[src/rtl/lbg_pkg.sv]
// Shared constants and FSM encoding for the VQ-LBG codebook blocks
// (centroid calculation and distance/assignment).
package lbg_pkg;

    localparam int LBG_N_COEF = 13;
    localparam int LBG_DW     = 14;
    localparam int LBG_ADDR_W = 13;
    localparam int LBG_FRM_W  = 9;
    localparam int LBG_K_W    = 4;

    typedef enum logic [2:0] {
        IDLE  = 3'd0,
        SCAN  = 3'd1,
        DRAIN = 3'd2,
        DIV   = 3'd3,
        OUT   = 3'd4,
        FIN   = 3'd5
    } lbg_state_e;

endpackage

[src/rtl/lbg_centroid_calc_if.sv]
// Read-port bundle for the MFCC feature RAM and the per-frame label RAM.
interface lbg_centroid_calc_if
    import lbg_pkg::*;
#(
    parameter int ADDR_W = LBG_ADDR_W,
    parameter int DW     = LBG_DW,
    parameter int FRM_W  = LBG_FRM_W,
    parameter int K_W    = LBG_K_W
);

    logic [ADDR_W-1:0] feat_addr;
    logic [DW-1:0]     feat_data;
    logic [FRM_W-1:0]  label_addr;
    logic [K_W-1:0]    label_data;

    modport master (
        output feat_addr, label_addr,
        input  feat_data, label_data
    );

    modport slave (
        input  feat_addr, label_addr,
        output feat_data, label_data
    );

endinterface

[src/rtl/lbg_udiv_seq.sv]
// Unsigned restoring divider, one quotient bit per cycle; rdy pulses
// DVD_W+1 cycles after start and the quotient holds until the next start.
module lbg_udiv_seq #(
    parameter int DVD_W = 23,
    parameter int DVS_W = 9
) (
    input  logic             clk,
    input  logic             rst_n,
    input  logic             start,
    input  logic [DVD_W-1:0] dividend,
    input  logic [DVS_W-1:0] divisor,
    output logic             rdy,
    output logic [DVD_W-1:0] quotient
);

    localparam int N_W = $clog2(DVD_W + 1);

    logic [DVD_W-1:0] q_q;
    logic [DVS_W-1:0] r_q;
    logic [DVS_W-1:0] d_q;
    logic [N_W-1:0]   n_q;
    logic             run_q;
    logic [DVS_W:0]   r_sh;
    logic [DVS_W:0]   r_sub;
    logic             ge;

    // Dividend bits shift out of q_q into the remainder as quotient bits shift in.
    always_comb begin
        r_sh  = {r_q, q_q[DVD_W-1]};
        r_sub = r_sh - {1'b0, d_q};
        ge    = (r_sh >= {1'b0, d_q});
    end

    always_ff @(posedge clk or negedge rst_n) begin
        if (!rst_n) begin
            q_q   <= '0;
            r_q   <= '0;
            d_q   <= '0;
            n_q   <= '0;
            run_q <= 1'b0;
            rdy   <= 1'b0;
        end else begin
            rdy <= 1'b0;
            if (start) begin
                q_q   <= dividend;
                r_q   <= '0;
                d_q   <= divisor;
                n_q   <= N_W'(DVD_W);
                run_q <= 1'b1;
            end else if (run_q) begin
                q_q <= {q_q[DVD_W-2:0], ge};
                r_q <= DVS_W'(ge ? r_sub : r_sh);
                n_q <= n_q - N_W'(1);
                if (n_q == N_W'(1)) begin
                    run_q <= 1'b0;
                    rdy   <= 1'b1;
                end
            end
        end
    end

    assign quotient = q_q;

endmodule

[src/rtl/lbg_centroid_calc.sv]
// Centroid of N_COEF-long feature vectors over all frames (mode 0) or over
// frames labelled cluster_sel (mode 1); one coefficient per cent_valid.
module lbg_centroid_calc
    import lbg_pkg::*;
#(
    parameter int N_COEF = LBG_N_COEF,
    parameter int DW     = LBG_DW,
    parameter int ADDR_W = LBG_ADDR_W,
    parameter int FRM_W  = LBG_FRM_W,
    parameter int K_W    = LBG_K_W,
    parameter int ACC_W  = DW + FRM_W,
    parameter int CI_W   = 4
) (
    input  logic                clk,
    input  logic                rst_n,
    input  logic                start,
    input  logic                mode,
    input  logic [K_W-1:0]      cluster_sel,
    input  logic [ADDR_W-1:0]   base_addr,
    input  logic [FRM_W-1:0]    frame_cnt,
    lbg_centroid_calc_if.master mem,
    output logic                busy,
    output logic                cent_valid,
    output logic [CI_W-1:0]     cent_idx,
    output logic [DW-1:0]       cent_data,
    output logic                cent_empty,
    output logic                done
);

    localparam int DC_W = $clog2(ACC_W + 1);

    lbg_state_e        state_q;
    logic              mode_q;
    logic [K_W-1:0]    cluster_q;
    logic [ADDR_W-1:0] base_q;
    logic [FRM_W-1:0]  fcnt_q;
    logic [CI_W-1:0]   c_q;
    logic              issue_q;
    logic [ACC_W-1:0]  acc_q;
    logic [FRM_W-1:0]  cnt_q;
    logic [DC_W-1:0]   dcyc_q;
    logic [ADDR_W-1:0] feat_addr_q;
    logic [FRM_W-1:0]  label_addr_q;

    logic              last_issue;
    logic              hit;
    logic [ACC_W-1:0]  feat_ext;
    logic [ACC_W-1:0]  acc_abs;
    logic              div_start;
    logic              div_rdy;
    logic [ACC_W-1:0]  div_quo;

    always_comb begin
        last_issue = (label_addr_q == fcnt_q - FRM_W'(1));
        hit        = issue_q && (!mode_q || (mem.label_data == cluster_q));
        feat_ext   = {{(ACC_W-DW){mem.feat_data[DW-1]}}, mem.feat_data};
        acc_abs    = acc_q[ACC_W-1] ? -acc_q : acc_q;
        div_start  = (state_q == DIV) && (dcyc_q == '0) && (cnt_q != '0);
    end

    lbg_udiv_seq #(
        .DVD_W (ACC_W),
        .DVS_W (FRM_W)
    ) u_div (
        .clk      (clk),
        .rst_n    (rst_n),
        .start    (div_start),
        .dividend (acc_abs),
        .divisor  (cnt_q),
        .rdy      (div_rdy),
        .quotient (div_quo)
    );

    always_ff @(posedge clk or negedge rst_n) begin
        if (!rst_n) begin
            state_q      <= IDLE;
            mode_q       <= 1'b0;
            cluster_q    <= '0;
            base_q       <= '0;
            fcnt_q       <= '0;
            c_q          <= '0;
            issue_q      <= 1'b0;
            acc_q        <= '0;
            cnt_q        <= '0;
            dcyc_q       <= '0;
            feat_addr_q  <= '0;
            label_addr_q <= '0;
        end else begin
            // Read data returns one cycle after issue, so accumulate on the delayed flag.
            issue_q <= (state_q == SCAN) && (fcnt_q != '0);
            if (hit) begin
                acc_q <= acc_q + feat_ext;
                cnt_q <= cnt_q + FRM_W'(1);
            end
            case (state_q)
                IDLE: begin
                    if (start) begin
                        mode_q    <= mode;
                        cluster_q <= cluster_sel;
                        base_q    <= base_addr;
                        fcnt_q    <= frame_cnt;
                        c_q       <= '0;
                        state_q   <= SCAN;
                        if (frame_cnt != '0) begin
                            feat_addr_q  <= base_addr;
                            label_addr_q <= '0;
                        end
                    end
                end
                SCAN: begin
                    if ((fcnt_q == '0) || last_issue) begin
                        state_q <= DRAIN;
                    end else begin
                        feat_addr_q  <= feat_addr_q + ADDR_W'(N_COEF);
                        label_addr_q <= label_addr_q + FRM_W'(1);
                    end
                end
                DRAIN: begin
                    dcyc_q  <= '0;
                    state_q <= DIV;
                end
                DIV: begin
                    if ((cnt_q == '0) || (dcyc_q == DC_W'(ACC_W))) begin
                        state_q <= OUT;
                    end else begin
                        dcyc_q <= dcyc_q + DC_W'(1);
                    end
                end
                OUT: begin
                    acc_q <= '0;
                    cnt_q <= '0;
                    if (c_q == CI_W'(N_COEF - 1)) begin
                        state_q <= FIN;
                    end else begin
                        c_q     <= c_q + CI_W'(1);
                        state_q <= SCAN;
                        if (fcnt_q != '0) begin
                            feat_addr_q  <= base_q + ADDR_W'(c_q) + ADDR_W'(1);
                            label_addr_q <= '0;
                        end
                    end
                end
                FIN:     state_q <= IDLE;
                default: state_q <= IDLE;
            endcase
        end
    end

    // The divider's rdy pulse lands exactly in the OUT cycle when a divide ran.
    assign mem.feat_addr  = feat_addr_q;
    assign mem.label_addr = label_addr_q;
    assign busy           = (state_q != IDLE) && (state_q != FIN);
    assign cent_valid     = (state_q == OUT);
    assign cent_idx       = (state_q == OUT) ? c_q : '0;
    assign cent_empty     = (state_q == OUT) && (cnt_q == '0);
    assign cent_data      = (state_q == OUT && div_rdy) ?
                            DW'(acc_q[ACC_W-1] ? -div_quo : div_quo) : '0;
    assign done           = (state_q == FIN);

endmodule

[src/flat_wrapper.sv]
// flat-port wrapper written by rule: the top's interface ports become plain ports
module lbg_centroid_calc_flat import lbg_pkg::*;
#(
    parameter int N_COEF = LBG_N_COEF,
    parameter int DW     = LBG_DW,
    parameter int ADDR_W = LBG_ADDR_W,
    parameter int FRM_W  = LBG_FRM_W,
    parameter int K_W    = LBG_K_W,
    parameter int ACC_W  = DW + FRM_W,
    parameter int CI_W   = 4
)
  (clk, rst_n, start, mode, cluster_sel, base_addr, frame_cnt, busy, cent_valid, cent_idx, cent_data, cent_empty, done, mem_feat_addr, mem_label_addr, mem_feat_data, mem_label_data);
  lbg_centroid_calc_if #(.ADDR_W(ADDR_W), .DW(DW), .FRM_W(FRM_W), .K_W(K_W)) mem_i ();
  input  logic clk;
  input  logic rst_n;
  input  logic start;
  input  logic mode;
  input  logic [K_W-1:0] cluster_sel;
  input  logic [ADDR_W-1:0] base_addr;
  input  logic [FRM_W-1:0] frame_cnt;
  output logic busy;
  output logic cent_valid;
  output logic [CI_W-1:0] cent_idx;
  output logic [DW-1:0] cent_data;
  output logic cent_empty;
  output logic done;
  output wire logic [$bits(mem_i.feat_addr)-1:0] mem_feat_addr;
  output wire logic [$bits(mem_i.label_addr)-1:0] mem_label_addr;
  input wire logic [$bits(mem_i.feat_data)-1:0] mem_feat_data;
  input wire logic [$bits(mem_i.label_data)-1:0] mem_label_data;
  assign mem_feat_addr = mem_i.feat_addr;
  assign mem_label_addr = mem_i.label_addr;
  assign mem_i.feat_data = mem_feat_data;
  assign mem_i.label_data = mem_label_data;
  lbg_centroid_calc #(.N_COEF(N_COEF), .DW(DW), .ADDR_W(ADDR_W), .FRM_W(FRM_W), .K_W(K_W), .ACC_W(ACC_W), .CI_W(CI_W)) u_core (.clk(clk), .rst_n(rst_n), .start(start), .mode(mode), .cluster_sel(cluster_sel), .base_addr(base_addr), .frame_cnt(frame_cnt), .mem(mem_i), .busy(busy), .cent_valid(cent_valid), .cent_idx(cent_idx), .cent_data(cent_data), .cent_empty(cent_empty), .done(done));
endmodule
[config.mk]
export PLATFORM = sky130hd
export DESIGN_NAME = lbg_centroid_calc_flat
export DESIGN_NICKNAME = d
export VERILOG_FILES = /design/src/rtl/lbg_pkg.sv /design/src/rtl/lbg_centroid_calc_if.sv /design/src/rtl/lbg_udiv_seq.sv /design/src/rtl/lbg_centroid_calc.sv /design/src/flat_wrapper.sv
export SDC_FILE = /design/constraint.sdc
export NUM_CORES = 1
export LEC_CHECK = 0
export ABC_AREA = 1
export CELL_PAD_IN_SITES_DETAIL_PLACEMENT = 2
export CELL_PAD_IN_SITES_GLOBAL_PLACEMENT = 2
export CORE_MARGIN = 2
export CORE_UTILIZATION = 25
export DETAILED_ROUTE_END_ITERATION = 8
export MAX_ROUTING_LAYER = met4
export PLACE_DENSITY_LB_ADDON = 0.1
export SKIP_CTS_REPAIR_TIMING = 1
export SYNTH_ARGS = -nofsm -noshare
export SYNTH_HDL_FRONTEND = slang
export SYNTH_SLANG_ARGS = --single-unit
[constraint.sdc]
create_clock -name clk -period 3.55 [get_ports clk]
set_input_delay 0.71 -clock clk [delete_from_list [all_inputs] [get_ports clk]]
set_output_delay 0.71 -clock clk [all_outputs]
set_load 0.01 [all_outputs]
==> results of run 1 <==
## layer usage
| metal | up-vias | wire length, µm | GRT usage |
|---|---|---|---|
| li1 | 4876 | - | - |
| met5 | - | 0 | - |
| met3 | 17 | 585 | 0.02557 |
| met1 | 4969 | 17870 | 0.2458 |
| met4 | 0 | 317 | 0.04093 |
| met2 | 67 | 17750 | 0.3178 |
## cells by family (layout without fill, tap and decap cells)
group / Yosys count / in the layout
flops: 142 / 142
compound gates: 259 / 259
xor+xnor: 44 / 44
buf+inv: 207 / 309
fa+ha+maj: 51 / 51
simple gates: 719 / 719
## path summary, 6_finish.rpt
kind,endpoint,slack (ns),cells past startpoint
min in group clk,u_core.mode_q,0.49,2
min,u_core.u_div.quotient[1],0.19,1
max,cent_data[7],0.30,8
max reg2reg,u_core.acc_q[16],0.98,15
max in group asynchronous,u_core.acc_q[21],2.48,2
min reg2reg,u_core.mode_q,0.49,2
## final cells by class
class,count,area (µm²)
clock buffers,20,456.7
flip-flops and latches,142,3553
clock inverters,10,211.5
repair buffers,108,1052
well taps,525,656.9
fillers,4686,27370
multi-input cells,1073,5608
inverters,171,641.9
## where the power goes
group	total, mW	internal, mW	switching [mW]
clock	2.13	1.35	0.785
combinational	6.48	2.20	4.28
sequential	3.06	2.32	0.743
## Yosys cell counts (2+ instances only)
cell | n | area share
o21ai_1 | 9 | 0.0045
nor2_1 | 121 | 0.046
a41oi_1 | 2 | 0.0018
o21ai_0 | 112 | 0.056
nand3_1 | 140 | 0.070
xor2_1 | 30 | 0.026
nor4_1 | 2 | 0.0013
o31ai_1 | 7 | 0.0053
inv_2 | 14 | 0.0053
nor3_1 | 20 | 0.010
dfrtp_1 | 142 | 0.36
nand2_1 | 386 | 0.15
a21oi_1 | 77 | 0.039
or2_2 | 3 | 0.0019
inv_1 | 156 | 0.059
xnor2_1 | 14 | 0.012
clkbuf_1 | 12 | 0.0045
fa_1 | 3 | 0.0060
o22ai_1 | 14 | 0.0088
o211ai_1 | 12 | 0.0090
o21a_1 | 2 | 0.0015
nand4_1 | 20 | 0.013
buf_2 | 16 | 0.0080
buf_1 | 3 | 0.0011
nand3b_1 | 8 | 0.0060
nor2_2 | 6 | 0.0038
buf_4 | 3 | 0.0023
nand2_4 | 4 | 0.0045
nand2_2 | 2 | 0.0013
nor2_4 | 2 | 0.0023
buf_6 | 2 | 0.0023
and3_1 | 2 | 0.0013
o221ai_1 | 9 | 0.0079
o21bai_1 | 4 | 0.0030
ha_1 | 48 | 0.060
a21o_1 | 3 | 0.0023
a31oi_1 | 2 | 0.0013
## metrics by stage
| stage | util | hold slack, ns | std cells | power, mW | area [µm²] |
|---|---|---|---|---|---|
| after CTS | 0.3076 | 0.1808 | 2049 | 11.91 | 12170 |
| final | 0.3080 | 0.1885 | 2049 | 11.68 | 12180 |
| after global routing | 0.3080 | 0.1990 | 2049 | 12.93 | 12180 |
| after detailed placement | 0.2907 | 0.4758 | 2019 | 9.692 | 11500 |
| after floorplan | - | 0.4144 | 1422 | 7.421 | 9962 |
| after global placement | 0.2907 | 0.4550 | 2019 | 9.529 | 11500 |
## state kept, by name, summed over array words and instances (netlist names), 3 cells and up
| name | flops |
|---|---|
| u_core.acc_q | 23 |
| u_core.u_div.n_q | 5 |
| u_core.base_q | 13 |
| u_core.mem.label_addr | 9 |
| u_core.fcnt_q | 9 |
| u_core.cluster_q | 4 |
| u_core.cnt_q | 9 |
| u_core.dcyc_q | 5 |
| u_core.mem.feat_addr | 13 |
| u_core.c_q | 4 |
| u_core.u_div.r_q | 9 |
| u_core.state_q | 3 |
| u_core.u_div.quotient | 23 |
| u_core.u_div.d_q | 9 |
## worst max-delay path, cell delays in order, from the launching register on
cell and delay [ns]:
dfrtp_1 0.42, inv_2 0.11, nand2_4 0.08, nor2_8 0.12, nand2_1 0.20, inv_1 0.28, o21ai_0 0.16, a21oi_1 0.16
clkdlybuf4s50_1 0.55
## layout by cell type, fill, tap and decap left out, types with 4 or more instances in the layout
cell / count
inv_1: 156
o221ai_1: 9
inv_2: 14
nand4_1: 20
nand2_1: 386
bufinv_16: 6
nand2_4: 4
o21ai_0: 112
o21bai_1: 4
buf_4: 16
a21oi_1: 77
o21ai_1: 9
xnor2_1: 14
o22ai_1: 14
nand3b_1: 8
o211ai_1: 12
nor3_1: 17
o31ai_1: 7
dfrtp_1: 142
nor2_2: 6
clkbuf_16: 17
ha_1: 48
nand3_1: 140
xor2_1: 30
clkdlybuf4s50_1: 90
nor2_1: 120
==> reports/summary.txt, run 1 <==
Maximum vdd drop - 0.3874 mV
Gate Count Post-Synth - 1422
DRC Markers - 0
Die span in x - 203.6 µm
Via count - 9929
Final Setup Violations - 0
CTS Buf Count - 17
Placement Setup Slack - 0.08833 ns
Largest net degree at the start of global routing - 72
Final worst slack - 0.2986 ns
Clock Sink Count - 142
Largest family of logic cells by synthesized area - simple AND/OR/NAND/NOR gates
Multiplexer share of the synthesized area - 0
RSZ-0062 raised after global routing - no
FF-to-FF Start - u_core.acc_q[0]
Final number of hold-violating endpoints - 0
DIE AREA - 0.04146 mm²
EDFF count, synth - 0
Core box area - 0.03955 mm²
Crit Path Class - reg2out
# rows - 73
Drt wl/cell - 17.83 µm
Layout area overhead - 22.27%
Initial Util - 0.2519
Syn avg cell area - 7.006 µm²
Distinct cell type count of the synthesized netlist - 47
Synth Flop Type - dfrtp_1
Seq/Total Area, Yosys - 0.3567
Critical path endpoint category - output port
Routed Antenna Nets - 0
# port buffers - 91
Routability Congestion - 0.8264
First-pass GRT wire length - 60160 µm
Post-Route WL - 36530 µm
DRT Pass-1 Iters - 4
Synth Area in Adders - 0.06631
Req. time, crit path - 2.84 ns
Clock Path Buffers - 2
Final HPWL DP - 28290 µm
Synth Area in XOR/XNOR - 0.03868
FFs w/ async S/R, synth - 1.000
Power Density - 958.5 mW/mm²
Share of layout cells above drive strength 1 - 0.05709
Setup crit start kind - register
Tightest Pin Transition - 1.061 ns
Clk_skew - 0.01573 ns
Crit path max fanout - 10
Min Clock Period, post-route - 3.251 ns
Status - finished clean
Remaining global-route overflow - 0
Compound-Gate Fraction of Synth Area - 0.1452
Synthesized area - 0.009962 mm²
MaxCap Viol Count - 0
Clk slew on worst S/H paths - 0.07 ns
Worst slew margin - 0.2899
Syn nets - 1521
Initial antenna violation count - 0
Inserted Diodes - 0
Sum Neg Setup Slack - 0 ns
HP Class - in2async
Critical Path AT - 2.54 ns
Nets - 1612
Via density - 4.846
Clock Latency Late Sink - 0.45 ns
TritonCTS clock tree - built
First DRT Iteration DRCs - 356
Post-synthesis simple-gate area fraction - 0.3105
P_leak - 5.678 nW
Max-slew violation count - 0
Period Utilization, post-route - 0.9159
GRT Total Usage - 0.1904
Fmax - 307.6 MHz
I/O pin count - 92
Vias in the first global route - 10920
Yosys warns - 0
Root Buffer - clkbuf_16
Die Ht - 203.6 µm
Depth of the CTS H-tree - 4
CP startpoint - u_core.state_q[0]
#FFs+latches synth - 142
No activity file was read; power rests on OpenSTA's default activity.
==> inputs of run 2 (changes only) <==
--- a/config.mk
+++ b/config.mk
@@ -17,3 +17,4 @@
 export SYNTH_ARGS = -nofsm -noshare
 export SYNTH_HDL_FRONTEND = slang
 export SYNTH_SLANG_ARGS = --single-unit
+export TNS_END_PERCENT = 10
==> results of run 2 <==
No change in the layout: final DEF, timing and power equal those of run 1.
